[src/rtl/cordic_rotation_core.sv]
// Purpose: iterative rotation-mode CORDIC; turns a first-quadrant angle into cos/sin (x/y) and carries the quadrant tag through unchanged.
// Latency: out_valid rises ITERATIONS cycles after the accepting edge; one IDLE cycle separates back-to-back jobs.
// Backpressure: one job in flight; in_ready is low while busy and the result is held in DONE until out_ready.
// Build option: define CORDIC_ROUND_EN for round-to-nearest shift terms (default build truncates).
module cordic_rotation_core #(
   parameter int WIDTH      = 20,
   parameter int ITERATIONS = 16,
   parameter int K_INIT     = 159188
) (
   input  logic                    clk,
   input  logic                    rst,
   input  logic                    in_valid,
   output logic                    in_ready,
   input  logic signed [WIDTH-1:0] angle_in,
   input  logic [2:0]              quadrant_in,
   output logic                    out_valid,
   input  logic                    out_ready,
   output logic signed [WIDTH-1:0] x_out,
   output logic signed [WIDTH-1:0] y_out,
   output logic [2:0]              quadrant_out
);

   localparam int            IW   = $clog2(ITERATIONS + 1);
   localparam logic [IW-1:0] LAST = IW'(ITERATIONS - 1);

   typedef enum logic [1:0] {
      IDLE,
      ROTATE,
      DONE
   } state_t;

   state_t                  state;
   state_t                  state_nxt;

   logic signed [WIDTH-1:0] x_q;
   logic signed [WIDTH-1:0] y_q;
   logic signed [WIDTH-1:0] z_q;
   logic [IW-1:0]           i_q;
   logic [2:0]              quad_q;

   logic signed [WIDTH-1:0] x_sh;
   logic signed [WIDTH-1:0] y_sh;
   logic signed [WIDTH-1:0] atan_v;
   logic signed [WIDTH-1:0] x_nxt;
   logic signed [WIDTH-1:0] y_nxt;
   logic signed [WIDTH-1:0] z_nxt;

   // atan(2^-i) in Q1.18, rounded to nearest; entries cover the full legal iteration range.
   function automatic logic signed [WIDTH-1:0] atan_rom(input logic [IW-1:0] idx);
      int v;
      case (int'(idx))
         0:       v = 205887;
         1:       v = 121543;
         2:       v = 64220;
         3:       v = 32599;
         4:       v = 16363;
         5:       v = 8189;
         6:       v = 4096;
         7:       v = 2048;
         8:       v = 1024;
         9:       v = 512;
         10:      v = 256;
         11:      v = 128;
         12:      v = 64;
         13:      v = 32;
         14:      v = 16;
         15:      v = 8;
         16:      v = 4;
         17:      v = 2;
         default: v = 0;
      endcase
      return WIDTH'(v);
   endfunction

   // Scaled cross term v * 2^-sh; rounding removes the downward bias of a plain arithmetic shift.
   function automatic logic signed [WIDTH-1:0] shift_term(input logic signed [WIDTH-1:0] v,
                                                          input logic [IW-1:0]           sh);
`ifdef CORDIC_ROUND_EN
      logic signed [WIDTH-1:0] bias;
      if (sh == '0) begin
         return v;
      end
      bias = WIDTH'(1) << (sh - IW'(1));
      return (v + bias) >>> sh;
`else
      return v >>> sh;
`endif
   endfunction

   // One micro-rotation: direction follows the sign of the residual angle; all sums wrap at WIDTH bits.
   always_comb begin
      x_sh   = shift_term(x_q, i_q);
      y_sh   = shift_term(y_q, i_q);
      atan_v = atan_rom(i_q);
      x_nxt  = x_q;
      y_nxt  = y_q;
      z_nxt  = z_q;
      if (!z_q[WIDTH-1]) begin
         x_nxt = x_q - y_sh;
         y_nxt = y_q + x_sh;
         z_nxt = z_q - atan_v;
      end else begin
         x_nxt = x_q + y_sh;
         y_nxt = y_q - x_sh;
         z_nxt = z_q + atan_v;
      end
   end

   // State register; reset abandons any job in flight.
   always_ff @(posedge clk) begin
      if (rst) begin
         state <= IDLE;
      end else begin
         state <= state_nxt;
      end
   end

   // Next state and handshake outputs, decoded purely from the current state.
   always_comb begin
      state_nxt = state;
      in_ready  = 1'b0;
      out_valid = 1'b0;
      case (state)
         IDLE: begin
            in_ready = 1'b1;
            if (in_valid) begin
               state_nxt = ROTATE;
            end
         end
         ROTATE: begin
            if (i_q == LAST) begin
               state_nxt = DONE;
            end
         end
         DONE: begin
            out_valid = 1'b1;
            if (out_ready) begin
               state_nxt = IDLE;
            end
         end
         default: begin
            state_nxt = IDLE;
         end
      endcase
   end

   // Datapath: load on acceptance, iterate in ROTATE, publish results on the final iteration edge.
   always_ff @(posedge clk) begin
      if (rst) begin
         x_q          <= '0;
         y_q          <= '0;
         z_q          <= '0;
         i_q          <= '0;
         quad_q       <= '0;
         x_out        <= '0;
         y_out        <= '0;
         quadrant_out <= '0;
      end else if (state == IDLE) begin
         if (in_valid) begin
            x_q    <= WIDTH'(K_INIT);
            y_q    <= '0;
            z_q    <= angle_in;
            quad_q <= quadrant_in;
            i_q    <= '0;
         end
      end else if (state == ROTATE) begin
         x_q <= x_nxt;
         y_q <= y_nxt;
         z_q <= z_nxt;
         i_q <= i_q + IW'(1);
         if (i_q == LAST) begin
            x_out        <= x_nxt;
            y_out        <= y_nxt;
            quadrant_out <= quad_q;
         end
      end
   end

endmodule

[config.mk]
export PLATFORM = sky130hd
export DESIGN_NAME = cordic_rotation_core
export DESIGN_NICKNAME = d
export VERILOG_FILES = /design/src/rtl/cordic_rotation_core.sv
export SDC_FILE = /design/constraint.sdc
export NUM_CORES = 1
export LEC_CHECK = 0
export CORE_MARGIN = 4
export CORE_UTILIZATION = 40
export CTS_CLUSTER_DIAMETER = 60
export DETAILED_ROUTE_END_ITERATION = 16
export SYNTH_ARGS = -nofsm -noshare
export SYNTH_HDL_FRONTEND = slang
export SYNTH_SLANG_ARGS = --single-unit
[constraint.sdc]
create_clock -name clk -period 15.3 [get_ports clk]
set_input_delay 3.825 -clock clk [delete_from_list [all_inputs] [get_ports clk]]
set_output_delay 3.825 -clock clk [all_outputs]
set_load 0.1 [all_outputs]
## Yosys cells after proc, flatten, opt, wreduce, memory -nomap -nowiden

Memory sizes are Yosys's and may differ from the RTL's. A register that Yosys moved wholly into a read port is not among the register bits.
Cells that the tools add are included.

- Register bits: 113
- Bits in read-only memories: 576
- Bits of input ports: 27
- Output and inout port bits: 45
- Logic and storage cells: 55
- Memories kept: 1

Memories:

| name | depth | width | read ports | clocked after Yosys merged registers in | write ports | line | RTL |
|---|---|---|---|---|---|---|---|
| (name not given) | 32 | 18 | 1 | 1 | 0 | 51 | `case (int'(idx))` |

- Add/sub/neg operators: 7
- Eq/ne operators: 6
- Shifts and indexed selects: 2
- Multiplexer cells: 23
- Bitwise gates (word level): 1
- Reduce and logical (&&, ||, !) cells: 6

Operators with widths:

| operator | number |
|---|---|
| $mux 20 | 12 |
| $add 20x20->20 | 3 |
| $sub 20x20->20 | 3 |
| $sshr 20x5->20 | 2 |
| $mux 5 | 5 |
| $mux 2 | 3 |
| $ne 2x2->1 const B | 3 |
| $pmux 2 s3 | 1 |
| $reduce_and 3->1 | 2 |
| $add 5x1->5 const B | 1 |
| $eq 5x4->1 const B | 1 |
| $reduce_and 2->1 | 2 |
| $eq 2x1->1 const B | 1 |
| $eq 2x2->1 const B | 1 |
| $logic_not 2->1 | 1 |
| $mux 1 | 2 |
| $reduce_bool 2->1 | 1 |
| $not 1->1 | 1 |

## Longest topological paths before layout

Gate-level depths: netlist (run 1).

- Depth after elaboration: 5
- Mapped depth: 26
- Mapped depth without buffers: 22

## Worst setup path before layout (run 1)

No wires, ideal clock.

- Path type: input to register
- Start point: input in_valid
- End point: register atan_v[6] (netlist name)
- Setup time: 0.134 ns
- Arrival time: 5.669 ns
- Data required time: 15.166 ns
- Setup slack: 9.497 ns
- Stages: 9
- Buffers on the path: 1
- Cells stage by stage: o21ai_0 -> clkbuf_1 -> a21oi_1 -> nor2_1 -> inv_1 -> ha_1 -> mux2_2 -> a21oi_1 -> nor2_1

- Cells in the longest elaborated chain, start to end: 4

RTL lines:

| what | line | RTL |
|---|---|---|
| start: declaration | 12 | `input logic in_valid,` |
| $ne 2x2->1 (no line) | - |  |
| $reduce_and 2->1 (no line) | - |  |
| $mux 5 (no line) (2 in a row) | - |  |

Every way passes these cells.
A chain may end at the register's enable or synchronous reset.

## Worst setup path in the final report (run 1)

- Start point: register state[0]
- End point: output in_ready

- Cells in the longest elaborated chain, start to end: 2

RTL lines:

| what | line | RTL |
|---|---|---|
| start: declaration | 32 | `state_t state;` |
| start signal: assignment | 114 | `state <= state_nxt;` |
| $logic_not 2->1 | 123 | `case (state)` |
| $mux 1 | 123 |  |
| end: declaration | 13 | `output logic in_ready,` |

Every way passes these cells.

==> results by stage, run 1 <==
Status:
- The run finished with clean final reports.

Yosys:
- Summing the sequential cell areas from Yosys gives 23.1% of the chip area.
- The synthesized design contains 131 register bits.
- Synthesis produced a netlist with a net count of 1,528.
- By area the synthesized netlist is led by dfxtp_1 23%, mux4_2 7.9%, ha_1 7.8%, a21oi_1 6.2%, nand2_1 5.7%.
- The synthesized-area fraction occupied by adder cells is around 8.4%.
- The number of distinct library cells after synthesis is 86.
- The number of instances in the synthesized netlist is around 1,400.
- Counting flops with a built-in enable in the synthesized netlist gives 0.
- In the synthesized netlist the dominant register cell turns out to be dfxtp_1.
- The multiplexer fraction of the synthesized cell area is 12.7%.
- Averaged over all synthesized cells, the footprint is 7.95 um^2.
- The most instantiated library cell after synthesis is nand2_1.
- The synthesized-area fraction occupied by xor and xnor cells is 6.80%.
- Summing the areas of all and, or, nand and nor instances in the mapped netlist gives 21.7% of the synthesized area.
- The synthesized design spends more area on one cell type than any other, namely dfxtp_1.
- The proportion of synthesized flip-flops having asynchronous set or reset is 0%.
- The number of synthesis warnings is 0.
- The main combinational cell family by area after synthesis is compound AO/OA/AOI/OAI gates.
- The post-synthesis compound-gate area fraction is 22.5%.
- In the synthesized netlist, the cells that appear most often are 173 x nand2_1, 169 x nor2_1, 141 x a21oi_1.
- The area fraction of the dominant cell type after synthesis is 23.1%.
- The synthesized netlist occupies a cell area of 11,300 um^2.

Power and ir drop:
- After layout, the design draws a total of 2.19 mW.
- The worst supply voltage drop on vdd is 0.0000926 V.
- For this design the ratio of total power to cell area is 170 nW/um^2.
- In this run the static leakage power is 5.02 nW.

Worst setup path:
- Counting both buffers and inverters, the worst setup path holds a total of 1.
- The slowest cell on the critical path is clkdlybuf4s50_1.
- The required time at the endpoint of the critical path is 11,480 ps.
- The worst setup path is launched from a flop.
- Data on the critical path arrives at its endpoint at roughly 2800 ps.
- The type of destination of the critical path is a primary output.
- The category of the most critical setup path is flop to primary output.
- Along the worst path, the maximum fanout reaches 18.
- For this run, the slowest stage of the critical path takes 1260 ps.
- The signal on the critical path passes through nor2_1 > clkdlybuf4s50_1.
- The cell family with the largest share of critical-path delay is buffers and inverters.

Global routing:
- The number of global-route vias before repair is 10,075.
- Global routing used roughly 22% of the available tracks across all layers.
- The number of antenna violations at the first check in global routing is 0.
- The wire length of the first global-routing pass is 56.1 mm.
- The largest net degree at the start of global routing is 67.
- The total overflow left after global routing is 0.

Floorplan:
- Once the floorplan was initialized, standard cells occupied 40.7% of the core.
- After floorplanning, the core was divided into 61 placement rows.
- The overall die width is 176 um.
- The y dimension of the die is between 150 and 200 um.
- The I/O pin count is 72.
- The overall die area is 31,100 um^2.
- The placeable core region is 27,900 um^2.

Clock tree:
- The total clock buffers created by CTS is 17.
- The number of gates given a new drive strength after cts is 0.
- The clock edge transition at the registers on the reported setup and hold paths is 70 ps.
- The number of setup buffers added after CTS is 0.
- TritonCTS built the clock tree.
- The clock sink total is ~130.
- The post-cts hold buffer count is 0.
- The H-tree depth is 4.
- Counting along the longest clock path gives a buffer depth of 2.
- The cell sitting at the root of the clock tree is a clkbuf_16.
- The later-pin clock latency in the skew report is 430 ps.

Placement:
- The placer congestion estimate is 0.893.
- The placed instance count is 1,803.
- The count of input and output buffers is 71.
- The half-perimeter wire length of the detailed placement result is between 20 and 25 mm.
- The instance area after placement is between 10,000 and 15,000 um^2.

Layout:
- The synthesis-to-layout area growth is 13.3%.
- The antenna diode instance count is 0.
- The non-filler instance count after layout is between 1,500 and 2,000.
- The final non-filler cell area is 12,800 um^2.
- In the final layout, the multi-input gates occupy 8190 um^2.
- After the last flow step, the layout net total stands at approximately 1,500.
- The layout has 2,767 filler cells.
- The post-route netlist has between 8 and 9% of its cells at a drive strength greater than 1.
- In the final layout, flip-flops and latches occupy 2630 um^2.

Routing:
- The number of vias in the routed layout is 10,733.
- In the routed design, unresolved DRC markers number 0.
- For this block, the initial DRC count from the detailed router was 1,051.
- The average wire per standard cell is 18.9 um.
- After detailed routing, the number of vias per cell comes to 5.85.
- For this block, the routed nets add up to around 35 mm of wire.
- The count of antenna-violating nets left after detailed routing is 0.
- The first TritonRoute pass finished after 5 iterations.

Timing:
- Between clock sinks in the finished design, the worst skew comes to 11.9 ps.
- The total count of hold-check failures in the final report is 0.
- The fmax is 0.152 GHz.
- Setup repair after global routing left no endpoint under its margin.
- The smallest clock period supported by the final layout is computed as 6580 ps.
- The total setup violations reported at the end of the flow is 0.
- After layout, the worst path uses 43.0% of the clock period.
- The relative slew slack is 31.5%.
- The count of pins over their slew limit was 0.
- For the final routed database, the setup TNS stands at 0 ps.
- The transition time at the pin with the least slew margin is between 1000 and 1500 ps.

Job:
- The tool flagged a number of max-cap violations equal to 0.

Min path:
- The worst hold path belongs to the class flop to flop.
==> sequential cells by signal, summed over array words and instances, names as in the netlist <==
signal        count
quadrant_out      3
atan_v           18
y_out            20
i_q               5
y_q              20
x_q              20
z_q              20
state             2
x_out            20
quad_q            3
==> layout make-up <==
type	count	share of cell area, %
Multi-Input combinational cell	1173	63.7
Sequential cell	131	20.5
Timing Repair Buffer	83	6.22
Tap cell	378	3.68
Clock buffer	18	3.42
Clock inverter	14	1.37
Inverter	38	1.11
==> power breakdown <==
part	switching [mW]	internal [mW]	leakage (nW)
Combinational	0.734	0.541	3.65
Clock	0.179	0.263	0.297
Sequential	0.0876	0.383	1.07
==> final timing paths <==
| kind | start | to | slack (ps) | cells after the start |
|---|---|---|---|---|
| setup / recovery | state[0]$_SDFFE_PP0P_ | in_ready | 8720 | 2 |
| hold / removal | y_out[14]$_SDFFE_PP0P_ | y_out[14]$_SDFFE_PP0P_ | 450 | 2 |
| hold reg to reg | y_out[14]$_SDFFE_PP0P_ | y_out[14]$_SDFFE_PP0P_ | 450 | 2 |
| setup reg to reg | i_q[1]$_SDFFE_PP0P_ | y_q[19]$_SDFFE_PP0P_ | 9040 | 19 |
==> routing by layer <==
| metal | track usage, % | vias to the layer above | share of wire [%] |
|---|---|---|---|
| met2 | 33.3 | 355 | 43 |
| met4 | 4.42 | 0 | 1.3 |
| met5 | 0 | - | 0 |
| met1 | 34.3 | 5115 | 50 |
| met3 | 3.02 | 31 | 5.7 |
| li1 | - | 5232 | - |
==> per-stage QoR <==
| step | utilization, % | hold WS, ps | setup WS [ps] |
|---|---|---|---|
| global route | 46.1 | 479 | 8520 |
| detailed placement | 43.9 | 448 | 8670 |
| finish | 46.1 | 453 | 8720 |
| global placement | 43.9 | 444 | 8750 |
| floorplan | - | 432 | 9500 |
| CTS | 46.1 | 457 | 8720 |
==> layout by cell type (no fill, tap or decap), types with 14 or more instances in the layout <==
cell,count
a211oi_1,32
a21o_1,19
a21oi_1,141
a22oi_1,22
a31oi_1,16
and3_1,16
clkbuf_16,17
clkdlybuf4s50_1,70
dfxtp_1,128
ha_1,71
inv_1,35
mux2i_1,31
mux4_2,40
nand2_1,172
nand2b_1,14
nand3_1,27
nor2_1,167
nor3_1,37
o21ai_0,50
or3_1,14
xnor2_1,46
xor2_1,42
==> tightest hold or removal path: stages (launching register included) <==
cell and delay (ps):
dfxtp_1 310, nand2_1 50, a21oi_1 50
==> kinds of logic (layout without fill, tap and decap cells) <==
group           after synthesis  after routing
buf+inv                     123            153
flops                       131            131
xor+xnor                     88             88
fa+ha+maj                    74             74
simple gates                527            527
compound gates              395            395
mux                          89             89
(Power assumes the default switching activity.)
==> inputs of run 2 (changes only) <==
Clock period 15.3 ns to 5.75 ns, I/O delays scaled along.
==> run 2 against run 1 <==
Sequential share of layout area down 0.31 points. Clock-buffer cell count is 2 higher. Critical path depth increased by 14. First-iteration DRC count increased by 0.19%. Combinational power rose to 2.6 times the previous value. Global-route usage rose by 0.52 points. Hold slack about the same. Register-to-register slack got worse by 8700 ps. Clock skew grew 8.9 ps. Non-clock buffer count rose by 29. Critical path type is now flop to flop. Critical endpoint is now x_out[19]$_SDFFE_PP0P_. Largest power group unchanged.
==> results by stage, run 2 (synthesis results as in run 1) <==
Timing:
- The minimum clock period after layout is 5390 ps.
- The final critical path takes up 93.8% of the cycle.
- For this run, the top clock speed supported by timing is about 0.19 GHz.
- The transition time at the pin with the least slew margin came to 1050 ps (+20.9 ps).
- The total setup violations reported at the end of the flow came to 0 (unchanged).
- The post-route worst hold slack is 453 ps (+0.0920 ps).
- The worst clock skew is 20.8 ps (+8.88 ps).
- Setup repair after global routing left no endpoint under its margin.
- The relative slew slack is 30.1% (-1.4 points).
- The final sum of negative setup slack is 0 ps (unchanged).
- The count of pins over their slew limit was 0 (unchanged).
- The total count of hold-check failures in the final report was 0 (unchanged).

Clock tree:
- The clock tree buffer depth was 2 (unchanged).
- The later-pin clock latency in the skew report is 440 ps (about the same).
- The clock edge transition at the registers on the reported setup and hold paths is 60 ps (about the same).
- The clock sink total is 131 (unchanged).
- TritonCTS built the clock tree.
- The post-cts hold buffer count is 0 (unchanged).
- The total clock buffers created by CTS is 17 (unchanged).
- The H-tree depth is 4 (unchanged).
- The cell at the root of the clock tree is clkbuf_16.

Power and ir drop:
- The sequential share of power was 22.0% (+0.5 points).
- The fraction of power spent switching nets is 45.3% (-0.39 points).
- The cell area power density is 449 nW/um^2 (+160%).
- The switching power total is 2.67 mW (+170%).
- The clock group share of total power is 20.4% (+0.2 points).
- The static power due to leakage is 5.17 nW (+3.0%).
- The worst supply voltage drop on vdd is 0.000298 V (+220%).
- The combinational share of power was 57.6% (-0.7 points).
- The design internal power is 3.21 mW (+170%).
- The total design power was 5.88 mW (+170%).

Routing:
- The highest metal layer with signal wires is met4.
- The routed wire length is 36.0 mm (+3.9%).
- The via density per instance is 5.85 (about the same).
- The first-pass iteration count of the detailed router was 5 (unchanged).
- The remaining design rule violation count is 0 (unchanged).
- The length of routed met2 wiring is 15.8 mm (+5.2%).
- The starting DRC count in detailed routing is 1,053 (+0.19%).
- The met3 wire length is 2.60 mm (+32%).
- The post-route met1 wirelength was 17.3 mm (+0.40%).
- The number of vias in the routed layout is 10,901 (+1.6%).
- The average wire per standard cell is 19.3 um (+2.3%).
- The count of antenna-violating nets left after detailed routing came to 0 (unchanged).

Layout:
- The synthesis-to-layout area growth is 15.3%.
- The antenna diode instance count is 0 (unchanged).
- The library cell used most frequently in the layout, excluding fill and tap cells, is nand2_1.
- The ratio of cells with drive above 1 in the final layout is 10.6% (+1.8 points).
- The net count of the finished layout is 1,574 (+1.9%).
- The non-filler instance count after layout came to 1,864 (+1.6%).
- Leaving out fill and tap cells, the most frequent cells in the layout are 172 x nand2_1, 168 x nor2_1, 141 x a21oi_1.

Global routing:
- The largest net degree at the start of global routing is 74 (+10%).
- The total routing resource utilization after global routing is 22.8% (+0.52 points).
- The total overflow reported by the global router is 0 (unchanged).
- The wire length of the first global-routing pass is 57.1 mm (+1.9%).
- The number of global-route vias before repair is 10,300 (+2.2%).
- The number of antenna violations at the first check in global routing was 0 (unchanged).

Worst setup path:
- The required time at the endpoint of the critical path is 6060 ps (-5420 ps).
- The endpoint identified for the worst register-to-register timing path is x_out[19]$_SDFFE_PP0P_.
- The register-to-register setup slack is 360 ps (-8680 ps).
- The maximum fanout along the worst path was 25 (+7).
- The data arrival time of the critical path is 5700 ps (+2940 ps).
- The critical path ends at x_out[19]$_SDFFE_PP0P_.
- The launch point of the worst path is i_q[0]$_SDFFE_PP0P_.
- The type of destination of the critical path is a flop.
- The worst setup path is launched from a flop.
- The category of the most critical setup path is flop to flop.
- The logic depth of the worst register-to-register path is 16 (-3).
- The reg-to-reg startpoint is i_q[0]$_SDFFE_PP0P_.

Floorplan:
- The I/O pin count is 72 (unchanged).
- The placeable core region was 27,900 um^2 (unchanged).
- The y dimension of the die is 176 um (unchanged).
- The number of placement rows is 61 (unchanged).
- The initial core utilization is 40.7% (unchanged).
- The overall die area came to 31,100 um^2 (unchanged).
- The overall die width came to 176 um (unchanged).

Min path:
- The class of the tightest hold or removal check is flop to flop.
- The cell depth of the worst min-delay path came to 2 (unchanged).

Placement:
- The half-perimeter wire length of the detailed placement result is 26.4 mm (+8.3%).
- The placer congestion estimate is 0.951 (+6.4%).
- The placed instance count is 1,831 (+1.6%).
- The count of input and output buffers is 71 (unchanged).

Job:
- The number of maximum-capacitance violations came to 0 (unchanged).

Status:
- The run finished with clean final reports.
[run 2: cell types whose count changed in the layout (fill, tap and decap cells not counted), sizes merged]
cell | before | now
buf | 13 | 42
clkbuf | 18 | 20
clkinv | 9 | 6
clkinvlp | 2 | 0
inv | 38 | 41
[run 2: worst min-delay path by stage]
| stage | start | endpoint | slack (ps) |
|---|---|---|---|
| after floorplan | quad_q[0]$_SDFFE_PP0P_ | quadrant_out[0]$_SDFFE_PP0P_ | 430 |
| after global placement | y_out[10]$_SDFFE_PP0P_ | y_out[10]$_SDFFE_PP0P_ | 440 |
| after detailed placement | x_out[0]$_SDFFE_PP0P_ | x_out[0]$_SDFFE_PP0P_ | 450 |
| after CTS | x_out[0]$_SDFFE_PP0P_ | x_out[0]$_SDFFE_PP0P_ | 450 |
| after global routing | y_out[10]$_SDFFE_PP0P_ | y_out[10]$_SDFFE_PP0P_ | 470 |
| final | x_out[0]$_SDFFE_PP0P_ | x_out[0]$_SDFFE_PP0P_ | 450 |
[run 2: final cells by class]
| type | count | area (um^2) |
|---|---|---|
| clock inverter | 12 | 165 |
| timing repair buffer | 112 | 1020 |
| inverter | 38 | 143 |
| multi-input combinational | 1173 | 8190 |
| sequential | 131 | 2630 |
| tap | 378 | 473 |
| clock buffer | 20 | 457 |
| fill | 2736 | 14800 |
[run 2: metal layers]
metal / global-route usage, % / up-vias
met5: 0 / -
li1: - / 5307
met4: 4.19 / 0
met2: 34.6 / 325
met3: 4.75 / 27
met1: 33.8 / 5242
[run 2: what timing repair did]
item | 4_1_cts | 5_1_grt
setup buffers | 0 | 1
resized for setup | 0 | 5
setup endpoints to repair | 0 | 12
[run 2: through the flow]
stage / utilization [%] / instance area, um^2 / setup slack (ps)
global route: 46.9 / 13100 / 11.3
floorplan: - / 11300 / 822
finish: 46.9 / 13100 / 357
CTS: 46.9 / 13100 / 88.2
global placement: 44.6 / 12400 / 185
detailed placement: 44.6 / 12400 / 94.0
[run 2: critical path, stage by stage, from the launching register on]
cell	delay, ps
dfxtp_4	600
mux4_2	580
a221oi_1	420
nand2_1	110
nor2_1	130
and4_1	370
nor2_1	90
xnor2_1	210
ha_1	300
o21a_1	230
o221a_2	280
a2111oi_0	600
o41ai_1	230
a311o_1	450
a211oi_1	330
nor4_1	110
a211o_1	240
[run 2: power by group through the flow]
stage / Combinational [mW] / Clock (mW) / Sequential (mW)
2_1_floorplan: 2.72 / 0 / 1.14
3_3_place_gp: 3.33 / 0 / 1.30
3_5_place_dp: 3.34 / 0 / 1.30
4_1_cts: 3.37 / 1.21 / 1.28
5_1_grt: 3.77 / 1.25 / 1.31
6_report: 3.39 / 1.20 / 1.29
